$ cat src/rtl/itrx_apb_mstr_arb.sv
// Round-robin arbiter that shares one APB master port between NREQ requesters.
// Optional ACCESS-phase timeout: define ITRX_APB_ARB_TIMEOUT_EN.

package itrx_amba2_apb_pkg;
    typedef enum logic {
        READ  = 1'b0,
        WRITE = 1'b1
    } te_pwrite;
endpackage

module itrx_apb_mstr_arb
    import itrx_amba2_apb_pkg::*;
#(
    parameter int unsigned NREQ        = 4,
    parameter int unsigned AW          = 32,
    parameter int unsigned DW          = 32,
    parameter int unsigned TIMEOUT_CYC = 256
) (
    input  logic               clk,
    input  logic               rst,
    input  logic [NREQ-1:0]    req_vld_i,
    input  logic [NREQ-1:0]    req_wr_i,
    input  logic [NREQ*AW-1:0] req_addr_i,
    input  logic [NREQ*DW-1:0] req_wdata_i,
    output logic [NREQ-1:0]    req_ack_o,
    output logic [NREQ-1:0]    req_gnt_o,
    output logic [DW-1:0]      rsp_rdata_o,
    output logic               rsp_err_o,
    output logic               psel_o,
    output logic               penable_o,
    output logic               pwrite_o,
    output logic [AW-1:0]      paddr_o,
    output logic [DW-1:0]      pwdata_o,
    input  logic [DW-1:0]      prdata_i,
    input  logic               pready_i,
    input  logic               pslverr_i
);

    localparam int unsigned IW = (NREQ > 1) ? $clog2(NREQ) : 1;

    typedef enum logic [1:0] {
        IDLE   = 2'd0,
        SETUP  = 2'd1,
        ACCESS = 2'd2
    } state_e;

    state_e          state_q;
    logic [NREQ-1:0] gnt_q;
    logic [IW-1:0]   gnt_idx_q;
    logic [IW-1:0]   ptr_q;
    logic            psel_q;
    logic            penable_q;
    te_pwrite        pwrite_q;
    logic [AW-1:0]   paddr_q;
    logic [DW-1:0]   pwdata_q;

    logic            win_vld;
    logic [IW-1:0]   win_idx;
    int unsigned     cand;
    logic [IW-1:0]   cand_idx;
    te_pwrite        win_wr;
    logic [AW-1:0]   win_addr;
    logic [DW-1:0]   win_wdata;

    logic            tmo_hit;
    logic            done;

    // Search starts one past the last owner, so the just-served requester is considered last.
    // NOTE: every variable written here gets a default first so no latch is inferred.
    always_comb begin
        win_vld  = 1'b0;
        win_idx  = '0;
        cand     = 0;
        cand_idx = '0;
        for (int unsigned k = 1; k <= NREQ; k++) begin
            cand = 32'(ptr_q) + k;
            if (cand >= NREQ) begin
                cand = cand - NREQ;
            end
            cand_idx = IW'(cand);
            if (!win_vld && req_vld_i[cand_idx]) begin
                win_vld = 1'b1;
                win_idx = cand_idx;
            end
        end
    end

    always_comb begin
        win_wr    = READ;
        win_addr  = '0;
        win_wdata = '0;
        for (int unsigned i = 0; i < NREQ; i++) begin
            if (win_idx == IW'(i)) begin
                win_wr    = te_pwrite'(req_wr_i[i]);
                win_addr  = req_addr_i[i*AW +: AW];
                win_wdata = req_wdata_i[i*DW +: DW];
            end
        end
    end

`ifdef ITRX_APB_ARB_TIMEOUT_EN
    localparam int unsigned TW = $clog2(TIMEOUT_CYC) + 1;

    logic [TW-1:0] tmo_cnt_q;

    assign tmo_hit = (state_q == ACCESS) && !pready_i && (tmo_cnt_q == TW'(TIMEOUT_CYC - 1));

    always_ff @(posedge clk or posedge rst) begin
        if (rst) begin
            tmo_cnt_q <= '0;
        end else if (state_q == SETUP) begin
            tmo_cnt_q <= '0;
        end else if (state_q == ACCESS && !pready_i) begin
            tmo_cnt_q <= tmo_cnt_q + 1'b1;
        end
    end
`else
    assign tmo_hit = 1'b0;
`endif

    assign done = (state_q == ACCESS) && (pready_i || tmo_hit);

    // NOTE: sequential state uses non-blocking assignments so every register samples pre-edge values.
    always_ff @(posedge clk or posedge rst) begin
        if (rst) begin
            state_q   <= IDLE;
            gnt_q     <= '0;
            gnt_idx_q <= '0;
            ptr_q     <= '0;
            psel_q    <= 1'b0;
            penable_q <= 1'b0;
            pwrite_q  <= READ;
            paddr_q   <= '0;
            pwdata_q  <= '0;
        end else begin
            unique case (state_q)
                IDLE: begin
                    if (win_vld) begin
                        state_q   <= SETUP;
                        gnt_q     <= NREQ'(1) << win_idx;
                        gnt_idx_q <= win_idx;
                        pwrite_q  <= win_wr;
                        paddr_q   <= win_addr;
                        pwdata_q  <= win_wdata;
                        psel_q    <= 1'b1;
                        penable_q <= 1'b0;
                    end
                end
                SETUP: begin
                    state_q   <= ACCESS;
                    penable_q <= 1'b1;
                end
                ACCESS: begin
                    if (done) begin
                        state_q   <= IDLE;
                        psel_q    <= 1'b0;
                        penable_q <= 1'b0;
                        gnt_q     <= '0;
                        ptr_q     <= gnt_idx_q;
                    end
                end
                default: begin
                    state_q <= IDLE;
                end
            endcase
        end
    end

    // Completion outputs are combinational so the ack lands in the same cycle as pready.
    assign req_ack_o   = done ? gnt_q : '0;
    assign rsp_rdata_o = (state_q == ACCESS && pready_i) ? prdata_i : '0;
    assign rsp_err_o   = (state_q == ACCESS) && (pready_i ? pslverr_i : tmo_hit);

    assign req_gnt_o = gnt_q;
    assign psel_o    = psel_q;
    assign penable_o = penable_q;
    assign pwrite_o  = pwrite_q;
    assign paddr_o   = paddr_q;
    assign pwdata_o  = pwdata_q;

endmodule
$ cat config.mk
export PLATFORM = sky130hd
export DESIGN_NAME = itrx_apb_mstr_arb
export DESIGN_NICKNAME = d
export VERILOG_FILES = /design/src/rtl/itrx_apb_mstr_arb.sv
export SDC_FILE = /design/constraint.sdc
export NUM_CORES = 1
export LEC_CHECK = 0
export BUFFER_PORTS_ARGS = -buffer_cell sky130_fd_sc_hd__buf_4
export CORE_AREA = 2 2 158 160
export CTS_CLUSTER_DIAMETER = 150
export CTS_CLUSTER_SIZE = 30
export DETAILED_ROUTE_END_ITERATION = 8
export DIE_AREA = 0 0 160 162
export GPL_TIMING_DRIVEN = 0
export MAX_ROUTING_LAYER = met4
export PLACE_DENSITY_LB_ADDON = 0.1
export SLEW_MARGIN = 20
export SYNTH_ARGS = -nofsm -noshare
export SYNTH_HDL_FRONTEND = slang
export SYNTH_SLANG_ARGS = --single-unit
$ cat constraint.sdc
create_clock -name clk -period 3.5 [get_ports clk]
set_input_delay 0.875 -clock clk [delete_from_list [all_inputs] [get_ports clk]]
set_output_delay 0.875 -clock clk [all_outputs]
set_load 0.05 [all_outputs]
**Word level (Yosys, flattened, before mapping)**

Index checks and enable logic that the tools add are counted.

- Output and inout bits: 108
- Memory bits (writable): 0
- Input bits: 300
- Memories kept: 0
- Word-level logic and storage cells: 96
- ROM bits: 0
- Bits in latches: 0
- Register bits: 77

- Div/mod/pow operators: 0
- Magnitude comparators: 8
- Bitwise operators: 0
- $add $sub $neg: 8
- Multiply operators: 0
- Multiplexer cells: 46
- Equality and inequality tests: 7
- Reduce and logical (&&, ||, !) cells: 17
- Shift-type cells: 1

Operators by type and width:

| operator | count |
|---|---|
| $mux W32 | 9 |
| $mux W2 | 10 |
| $mux W1 | 16 |
| $lt A2 B3 Y1 const B | 4 |
| $mux W4 | 3 |
| $ge A3 B3 Y1 const B | 3 |
| $bmux W1 S2 | 4 |
| $pmux W4 S2 | 1 |
| $sub A2 B1 Y2 const B | 4 |
| $add A2 B2 Y3 const B | 2 |
| $eq A2 B2 Y1 const B | 3 |
| $pmux W2 S3 | 1 |
| $reduce_and A2 Y1 | 3 |
| $reduce_and A3 Y1 | 2 |
| $logic_and A1 B1 Y1 | 5 |
| $add A2 B3 Y4 const B | 1 |
| $eq A2 B1 Y1 const B | 2 |
| $ge A4 B3 Y1 const B | 1 |
| $logic_not A2 Y1 | 2 |
| $ne A2 B2 Y1 const B | 2 |
| $shl A1 B2 Y4 const A | 1 |
| $add A2 B1 Y3 const B | 1 |
| $logic_not A1 Y1 | 3 |
| $pmux W1 S3 | 1 |
| other kinds (3) | 3 |

**Logic depth before layout (Yosys ltp)**

- Depth after elaboration: 20
- Mapped depth: 7
- Mapped depth without buffers: 5

**Worst setup path after synthesis**

OpenSTA, ideal clock, no wires.

- Path type: input to output
- Start: in pready_i
- End: out rsp_rdata_o[13]
- Slack: 0.711 ns
- Arrival: 1.914 ns
- Path buffers: 2
- Data required time: 2.625 ns
- Stages: 4
- Cells stage by stage: and3_1 -> clkbuf_1 -> clkbuf_1 -> and2_1

- Word-level cells in the longest chain between the ends: 2

RTL lines:

| element | line | text |
|---|---|---|
| from (decl) | 35 | `input logic pready_i,` |
| $logic_and A1 B1 Y1 | 171 | `assign rsp_rdata_o = (state_q == ACCESS && pready_i) ? prdata_i : '0;` |
| $mux W32 | 171 |  |
| to (decl) | 27 | `output logic [DW-1:0] rsp_rdata_o,` |

Every way passes these cells.

**Final worst setup path**

- Start: in pready_i
- End: out rsp_rdata_o[16]

The elaborated chain is that of the path after synthesis.

==> out/results.tsv <==
stage	metric	value	unit
grt	number of antenna violations at the first check in global routing	1	
yosys	post-synthesis sequential area ratio	35.4	%
yosys	top cells by count, synth	77 x dfrtp_1, 55 x a211oi_1, 38 x a21oi_1, 37 x and2_1	
sta	RSZ-0062 raised after global routing	no	
worst_setup_path	worst-path fanout max	10	
worst_setup_path	CP Launch Type	input pin	
sta	f_max	325	MHz
yosys	syn_nets	858	
clocking	Clock H-tree levels	3	
routing	DRT iter0 DRCs	283	
clocking	Num CTS Buffers	9	
placement	port bufs	407	
yosys	leading area contributor after synthesis	dfrtp_1	
pwr	Max VDD drop	0.000366	V
floorplanning	initial cell density of the core	22.6	%
yosys	number of synthesized flops with an enable pin	0	
clocking	Longest Clk Path Bufs	2	
worst_setup_path	WP data required	2.62	ns
layout	share of layout cells above drive strength 1	50.1	%
sta	period utilization	87.9	%
yosys	synth warn	0	
floorplanning	Core ar.	0.0241	sq mm
clocking	Post-CTS Hold Buffers	0	
hold_path	HP Class	flop to flop	
layout	synthesis-to-layout area growth	69.5	%
sta	Setup violations, final	0	
yosys	Post-Syn Area per Cell	9.75	sq um
clocking	CTS sink count	77	
routing	DR vias	6246	
grt	Total GRT Usage	20.8	%
pwr	PwrDens	859	mW/mm^2
clocking	post-cts sizing count	0	
sta	Worst-Margin Slew	0.641	ns
floorplanning	Die X	160	microns
pwr	leak pwr	0.00445	uW
yosys	Cells after Synth	558	
routing	residual DRC count	0	
placement	dpl hpwl	21100	microns
yosys	synthesized cell area	0.00544	sq mm
sta	Final Hold Viols	0	
floorplanning	Ports	408	
yosys	post-synth top area share	35.4	%
yosys	synth unique cells	41	
sta	final hold slack	0.473	ns
floorplanning	total die area	0.0259	sq mm
routing	drt first pass iters	5	
pwr	PnR Total Power	7920	uW
grt	first-pass GRT wire length	40000	microns
layout	Ant. Diodes	0	
layout	NumNets Final	1277	
routing	drt total wl	26900	microns
yosys	FFs w/ async S/R, synth	100	%
clocking	CTS tree	yes	
sta	Worst Skew	0.00642	ns
clocking	clock slew at reported path FFs	0.06	ns
run	Max Cap Viol	0	
sta	Worst slew margin	57.3	%
sta	fin. max-slew vios	0	
grt	vias in the first global route	6670	
worst_setup_path	CP arrival	2.20	ns
clocking	setup bufs post-CTS	0	
routing	routed vias/inst	4.79	
worst_setup_path	CP Class	input pin to output port	
yosys	Main synth FF type	dfrtp_1	
yosys	most common cell in the synthesized netlist	dfrtp_1	
routing	WL/cell	20.7	microns
grt	Overflow after GRT	0	
clocking	Clock Latency Late Sink	0.34	ns
run_status	outcome	finished clean	
sta	Tmin final	3.08	ns
clocking	Root Driver	clkbuf_16	
worst_setup_path	crit end category	output port	
placement	gpl congestion	0.854	
grt	largest net degree at the start of global routing	41	
floorplanning	Cell Rows	57	
routing	post-route ant nets	0	
floorplanning	Chip Height	162	microns
yosys	ranking of synthesized cells by area	dfrtp_1 35%, mux2_4 8.3%, a211oi_1 7.6%	
yosys	post-synthesis register bit count	77	
[registers in the layout, summed over array words and instances (netlist names)]
signal	count
penable_o	1
pwrite_o	1
ptr_q	2
psel_o	1
state_q	2
paddr_o	32
pwdata_o	32
req_gnt_o	4
gnt_idx_q	2
[routing by layer]
| layer | part of all wire [%] | global-route usage [%] | vias up |
|---|---|---|---|
| met2 | 48 | 34.2 | 268 |
| met5 | 0 | - | - |
| met3 | 6.8 | 4.37 | 25 |
| met1 | 43 | 25.9 | 2927 |
| li1 | - | - | 3026 |
| met4 | 1.6 | 5.73 | 0 |
[placed cells by master (no fill, tap or decap), drive strengths merged]
cell type / instances
or3: 1
nand2: 11
bufinv: 1
o22ai: 1
nand3b: 1
o21a: 2
a211o: 1
nor2: 33
dfrtp: 77
nand3: 4
nand4: 36
mux2: 36
a32o: 2
o21ai: 8
a221o: 36
a21oi: 39
clkbuf: 46
clkinv: 1
nand2b: 2
a211oi: 58
inv: 3
nor4: 1
and2: 37
buf: 441
and4: 29
nor2b: 3
a21o: 1
nor3: 1
mux2i: 29
o31ai: 36
clkinvlp: 2
and3: 1
[report_power, final]
part           leakage, uW  switching, uW  total, uW  internal [uW]
Combinational      0.00339           3470       5370           1890
Clock             0.000136            387        950            563
Sequential        0.000915            264       1600           1340
[area by class of cell]
class	instances	area (sq um)
Fill cell	2523	14900
Clock buffer	10	239
Tap cell	324	405
Inverter	3	13.8
Buffer	69	337
Sequential cell	77	1930
Clock inverter	4	50.0
Timing Repair Buffer	408	3080
Multi-Input combinational cell	409	3170
[through the flow]
stage	setup WS [ns]	TNS (ns)	util, %	instance area [sq um]	instances
final	0.424	0	38.3	9220	1304
after global routing	0.286	0	38.3	9220	1304
after CTS	0.433	0	38.3	9220	1304
after detailed placement	0.437	0	37.1	8930	1290
after global placement	-0.719	-54.85	36.9	8900	1289
after floorplan	0.658	0	-	5440	558
[cell families (layout without fill, tap and decap cells)]
family | Yosys count | after routing | synth area share [%]
AO/OA/AOI/OAI | 184 | 184 | 25.4
flip-flops | 77 | 77 | 35.4
AND/OR/NAND/NOR | 160 | 160 | 17.9
buffers and inverters | 72 | 494 | 6.39
multiplexers | 65 | 65 | 14.9
[worst max-delay path, stage by stage]
cell	delay, ns
buf_4	0.10
and3_1	0.19
clkbuf_1	0.28
clkbuf_1	0.32
and2_1	0.23
buf_4	0.21
[worst paths after layout]
kind                               from         endpoint  slack, ns  cells after the start
setup / recovery               pready_i  rsp_rdata_o[16]       0.42                      6
hold / removal             gnt_idx_q[0]         ptr_q[0]       0.47                      2
setup reg to reg               ptr_q[0]       paddr_o[8]       1.27                      7
hold reg to reg            gnt_idx_q[0]         ptr_q[0]       0.47                      2
max in group asynchronous           rst      paddr_o[10]       2.31                      3
min in group asynchronous           rst      pwdata_o[9]       0.58                      2
Power figures use the tool's default switching activity.
